[src/rtl/fetch_sequencer_pkg.sv]
// Shared types and opcode constants for the fetch sequencer.
// Used by fetch_sequencer and fetch_fifo.
package fetch_sequencer_pkg;

    typedef enum logic {
        RUN  = 1'b0,
        HALT = 1'b1
    } state_t;

    localparam logic [5:0]  OPC_HLT  = 6'h3F;
    localparam logic [5:0]  OPC_J    = 6'h02;
    localparam logic [5:0]  OPC_JAL  = 6'h03;
    localparam logic [31:0] HLT_WORD = {OPC_HLT, 26'd0};

    function automatic logic [5:0] opcode(input logic [31:0] inst);
        return inst[31:26];
    endfunction

endpackage

[src/rtl/fetch_fifo.sv]
// Fetch buffer: DEPTH x {pc, inst}, wrap-around pointers plus occupancy count.
// Flush empties the buffer and overrides push/pop in the same cycle.
module fetch_fifo
    import fetch_sequencer_pkg::*;
#(
    parameter int DEPTH = 4
) (
    input  logic        clk,
    input  logic        rst,
    input  logic        push,
    input  logic        pop,
    input  logic        flush,
    input  logic [63:0] wdata,
    output logic [63:0] rdata,
    output logic        full,
    output logic        empty
);

    localparam int AW = $clog2(DEPTH);

    logic [63:0]   mem [DEPTH];
    logic [AW-1:0] wr_ptr;
    logic [AW-1:0] rd_ptr;
    logic [AW:0]   count;

    assign full  = (count == (AW+1)'(DEPTH));
    assign empty = (count == '0);
    // Head is forced to zero when empty so outputs are clean out of reset.
    assign rdata = empty ? 64'd0 : mem[rd_ptr];

    always_ff @(posedge clk or posedge rst) begin
        if (rst) begin
            wr_ptr <= '0;
            rd_ptr <= '0;
            count  <= '0;
        end else if (flush) begin
            wr_ptr <= '0;
            rd_ptr <= '0;
            count  <= '0;
        end else begin
            if (push)
                wr_ptr <= wr_ptr + 1'b1;
            if (pop)
                rd_ptr <= rd_ptr + 1'b1;
            if (push && !pop)
                count <= count + 1'b1;
            else if (!push && pop)
                count <= count - 1'b1;
        end
    end

    always_ff @(posedge clk) begin
        if (push && !flush)
            mem[wr_ptr] <= wdata;
    end

endmodule

[src/rtl/fetch_sequencer.sv]
// Instruction fetch sequencer: PC, RUN/HALT FSM, fetch buffer, redirect.
// Optional FETCH_JUMP_PREDECODE_EN follows j/jal targets at fetch time.
module fetch_sequencer
    import fetch_sequencer_pkg::*;
#(
    parameter int          DEPTH    = 4,
    parameter logic [31:0] RESET_PC = 32'd0
) (
    input  logic        clk,
    input  logic        rst,
    output logic [31:0] imem_addr,
    input  logic [31:0] imem_rdata,
    input  logic        redirect_valid,
    input  logic [31:0] redirect_pc,
    output logic        out_valid,
    input  logic        out_ready,
    output logic [31:0] out_inst,
    output logic [31:0] out_pc,
    output logic        halted
);

    state_t      state;
    state_t      state_nxt;
    logic [31:0] pc;
    logic [31:0] pc_nxt;
    logic [31:0] seq_pc;
    logic        push;
    logic        pop;
    logic        full;
    logic        empty;
    logic        is_hlt;
    logic [63:0] head;

    fetch_fifo #(.DEPTH(DEPTH)) u_fifo (
        .clk   (clk),
        .rst   (rst),
        .push  (push),
        .pop   (pop),
        .flush (redirect_valid),
        .wdata ({pc, imem_rdata}),
        .rdata (head),
        .full  (full),
        .empty (empty)
    );

    assign imem_addr = pc;
    assign out_valid = !empty;
    assign out_pc    = head[63:32];
    assign out_inst  = head[31:0];
    assign pop       = out_valid && out_ready && !redirect_valid;
    assign is_hlt    = (imem_rdata == HLT_WORD);

`ifdef FETCH_JUMP_PREDECODE_EN
    always_comb begin
        seq_pc = pc + 32'd1;
        if (opcode(imem_rdata) == OPC_J || opcode(imem_rdata) == OPC_JAL)
            seq_pc = {pc[31:26], imem_rdata[25:0]};
    end
`else
    assign seq_pc = pc + 32'd1;
`endif

    always_ff @(posedge clk or posedge rst) begin
        if (rst) begin
            state <= RUN;
            pc    <= RESET_PC;
        end else begin
            state <= state_nxt;
            pc    <= pc_nxt;
        end
    end

    // Redirect wins over everything, including leaving HALT.
    always_comb begin
        state_nxt = state;
        pc_nxt    = pc;
        if (redirect_valid) begin
            state_nxt = RUN;
            pc_nxt    = redirect_pc;
        end else if (push) begin
            if (is_hlt)
                state_nxt = HALT;
            else
                pc_nxt = seq_pc;
        end
    end

    always_comb begin
        halted = (state == HALT);
        push   = (state == RUN) && (!full || pop) && !redirect_valid;
    end

endmodule

[config.mk]
export PLATFORM = sky130hd
export DESIGN_NAME = fetch_sequencer
export DESIGN_NICKNAME = d
export VERILOG_FILES = /design/src/rtl/fetch_sequencer_pkg.sv /design/src/rtl/fetch_fifo.sv /design/src/rtl/fetch_sequencer.sv
export SDC_FILE = /design/constraint.sdc
export NUM_CORES = 1
export LEC_CHECK = 0
export ABC_AREA = 0
export ABC_CLOCK_PERIOD_IN_PS = 6200
export CAP_MARGIN = 25
export CORE_MARGIN = 4
export CORE_UTILIZATION = 25
export CTS_BUF_LIST = sky130_fd_sc_hd__clkbuf_4 sky130_fd_sc_hd__clkbuf_8 sky130_fd_sc_hd__clkbuf_16
export DETAILED_ROUTE_END_ITERATION = 10
export GPL_TIMING_DRIVEN = 0
export SETUP_SLACK_MARGIN = 0.5
export SLEW_MARGIN = 10
export SYNTH_ARGS = -nofsm -noshare
export SYNTH_HDL_FRONTEND = slang
export SYNTH_SLANG_ARGS = --single-unit
[constraint.sdc]
create_clock -name clk -period 6.2 [get_ports clk]
set_input_delay 0.62 -clock clk [delete_from_list [all_inputs] [get_ports clk]]
set_output_delay 0.62 -clock clk [all_outputs]
set_load 0.02 [all_outputs]
==> summary.txt <==
Outcome
  – Status: finished clean

Power and ir drop
  – Pwr Total: 7250 µW
  – Leakage: 0.00512 µW
  – Max VDD drop: 168 µV
  – P per Cell Area: 456 nW/µm²

Worst setup path
  – CP Launch Type: flip-flop
  – Kind of critical path: reg -> out
  – Crit path DAT: 3260 ps
  – CP required: 5580 ps
  – Largest fanout on the critical path: 10
  – CP Capture Type: output pin

Final layout
  – Ratio of cells with drive above 1 in the final layout: 16.2%
  – P&R area growth vs syn: 30.5%
  – Commonest non-fill, non-tap cell in the layout: edfxtp_1
  – Fillers: 4636
  – Fin area: 15900 µm²
  – Nets: 975
  – # diodes: 0
  – Commonest non-fill, non-tap cells in the layout: edfxtp_1 (256), clkdlybuf4s50_1 (164), and2_1 (67)
  – Final std cells w/o fill: 1540
  – FF+latch area: 8690 µm²
  – Multi-input gate area: 3320 µm²

Synthesis
  – Largest family of logic cells by synthesized area: multiplexers
  – Xor/xnor share of the synthesized area: 0.934%
  – Mapped Nets: 766
  – Sequential share of the synthesized area: 71.3%
  – Simple-Gate Fraction of Synth Area: 9.13%
  – Synth Area in Adders: 0.678%
  – FF+latch count, synth: 296
  – Mux cell area share after synthesis: 12.0%
  – Synth Area in Compound Gates: 4.41%
  – Dominant cell type by area after synthesis: edfxtp_1
  – Post-synth EDFFs: 256
  – Largest cells by area after synthesis: edfxtp_1 (63%), mux4_2 (12%), dfrtp_1 (8.2%)
  – Post-Syn Area: 12200 µm²
  – Syn avg cell area: 17.6 µm²
  – Ys flop type: edfxtp_1
  – Synth async-reset ratio: 13.5%
  – Cells after Synth: 692
  – Area fraction of the dominant cell type after synthesis: 63.1%
  – Yosys cell types: 57
  – Warnings, synthesis: 0

Clocking
  – Maximum clock insertion buffer count: 3
  – Resize count post-CTS: 0
  – CTS Hold Bufs: 0
  – Num CTS Buffers: 36
  – CTS tree: yes
  – Clock latency on the worst-skew pair: 530 ps
  – Postcts setup bufs: 0
  – Htree depth: 2
  – CTS clk-pin slew, worst paths: 60 ps
  – Clock net sink count: 296
  – CTS Root Cell: clkbuf_16

STA
  – Worst-margin pin slew: 846 ps
  – Clock Skews: 17.8 ps
  – Fin Setup TNS: 0 ps
  – Final hold violation count: 0
  – Min cycle time layout: 3880 ps
  – FMAX: 258 MHz
  – Final setup vio count: 0
  – Final period util: 62.6%
  – Slew Limit Fails: 0
  – RSZ-0062 raised after global routing: no
  – Relative max-transition margin: 43.6%

Placed design
  – Gp weighted congestion: 0.776
  – Dpl cells: 1476
  – Dpl hpwl: 22500 µm
  – Dpl cell area: 14700 µm²
  – Port bufs: 164

Floorplan
  – Die Ht: 229 µm
  – Top-Level Pins: 166
  – Core area: 47900 µm²
  – Core Rows: 80
  – Initial Utilization: 25.4%
  – DIE WIDTH: 229 µm
  – Die Area: 52300 µm²

Global routing
  – Number of global-route vias before repair: 7516
  – Total grt overflow: 0
  – Largest net degree at the start of global routing: 47
  – First-pass GRT wire length: 49800 µm
  – Initial antenna violation count: 0
  – Total global-route track usage: 12.7%

Route
  – Via count: 7085
  – Post-DR wirelength/cell: 21.8 µm
  – DRC viols: 0
  – 1st-pass router iterations: 5
  – Routed wire length: 33500 µm
  – Post-route ant nets: 0
  – Via density: 4.60
  – Initial drt markers: 433

Run
  – Max cap viols: 0

Worst hold path
  – Min-delay worst type: in -> async
[logic make-up (layout without fill, tap and decap cells)]
kind of cell,Yosys count,in the layout
xor gates and xnor gates,13,13
DFF,296,296
muxes,66,66
buffers and inverters,47,280
and+or+nand+nor,193,193
adders and majority gates,6,6
AOI/OAI and AO/OA,71,71
[metrics by stage]
stage | hold WS, ps | setup slack (ps) | util, %
5_1_grt | 407 | 2130 | 33.2
3_5_place_dp | 596 | 2400 | 30.7
2_1_floorplan | 543 | 3010 | -
3_3_place_gp | 587 | 903 | 30.4
6_report | 388 | 2320 | 33.2
4_1_cts | 364 | 2220 | 33.1
[Yosys cell counts, drive strengths merged, types with 9 or more instances]
master  number
nand2       30
and2        72
inv         13
dfrtp       40
buf         12
nand3       12
nor2        26
o311ai       9
clkbuf      22
o21ai       17
edfxtp     256
mux4        64
nand4       10
[power breakdown]
group | total (µW) | internal [µW] | switching (µW) | leakage [µW]
registers | 2690 | 2540 | 147 | 0.00283
logic | 2530 | 1180 | 1350 | 0.00173
clock network | 2030 | 1220 | 810 | 0.000561
total | 7250 | 4940 | 2310 | 0.00512
[metal layers]
layer / wire length, µm / track usage (%) / up-vias
met5: 0 / 0 / -
met4: 680 / 3.67 / 0
met3: 2050 / 3.07 / 48
met2: 16000 / 20.8 / 209
met1: 14800 / 16.8 / 3636
li1: - / - / 3192
[flip-flops by register name, summed over array words and instances, names as in the netlist]
signal	flops
halted	1
imem_addr	32
u_fifo.count	3
u_fifo.mem	256
u_fifo.rd_ptr	2
u_fifo.wr_ptr	2
[worst max-delay path, stage by stage, from the launching register on]
cell and delay (ps):
dfrtp_1 330, clkbuf_1 560, clkbuf_1 610, mux4_2 340, and2_1 230, clkdlybuf4s50_1 650
[cell type report]
type,instances,area share [%]
inverter,13,0.307
clock buffer,45,6.20
multi-input combinational,349,20.9
clock inverter,17,0.968
sequential,296,54.6
buffer,34,0.873
timing repair buffer,171,11.3
tap,615,4.84
[final timing paths]
check	startpoint	end	slack [ps]	depth (start not counted)
max in group asynchronous	rst	u_fifo.rd_ptr[1]	5330	3
min in group clk	u_fifo.wr_ptr[0]	u_fifo.wr_ptr[0]	610	2
worst max-delay path	u_fifo.rd_ptr[1]	out_pc[16]	2320	5
worst min-delay path	rst	imem_addr[5]	390	2
worst min register to register	u_fifo.wr_ptr[0]	u_fifo.wr_ptr[0]	610	2
worst max register to register	u_fifo.count[0]	u_fifo.count[2]	3850	7
No activity file was read; power rests on OpenSTA's default activity.
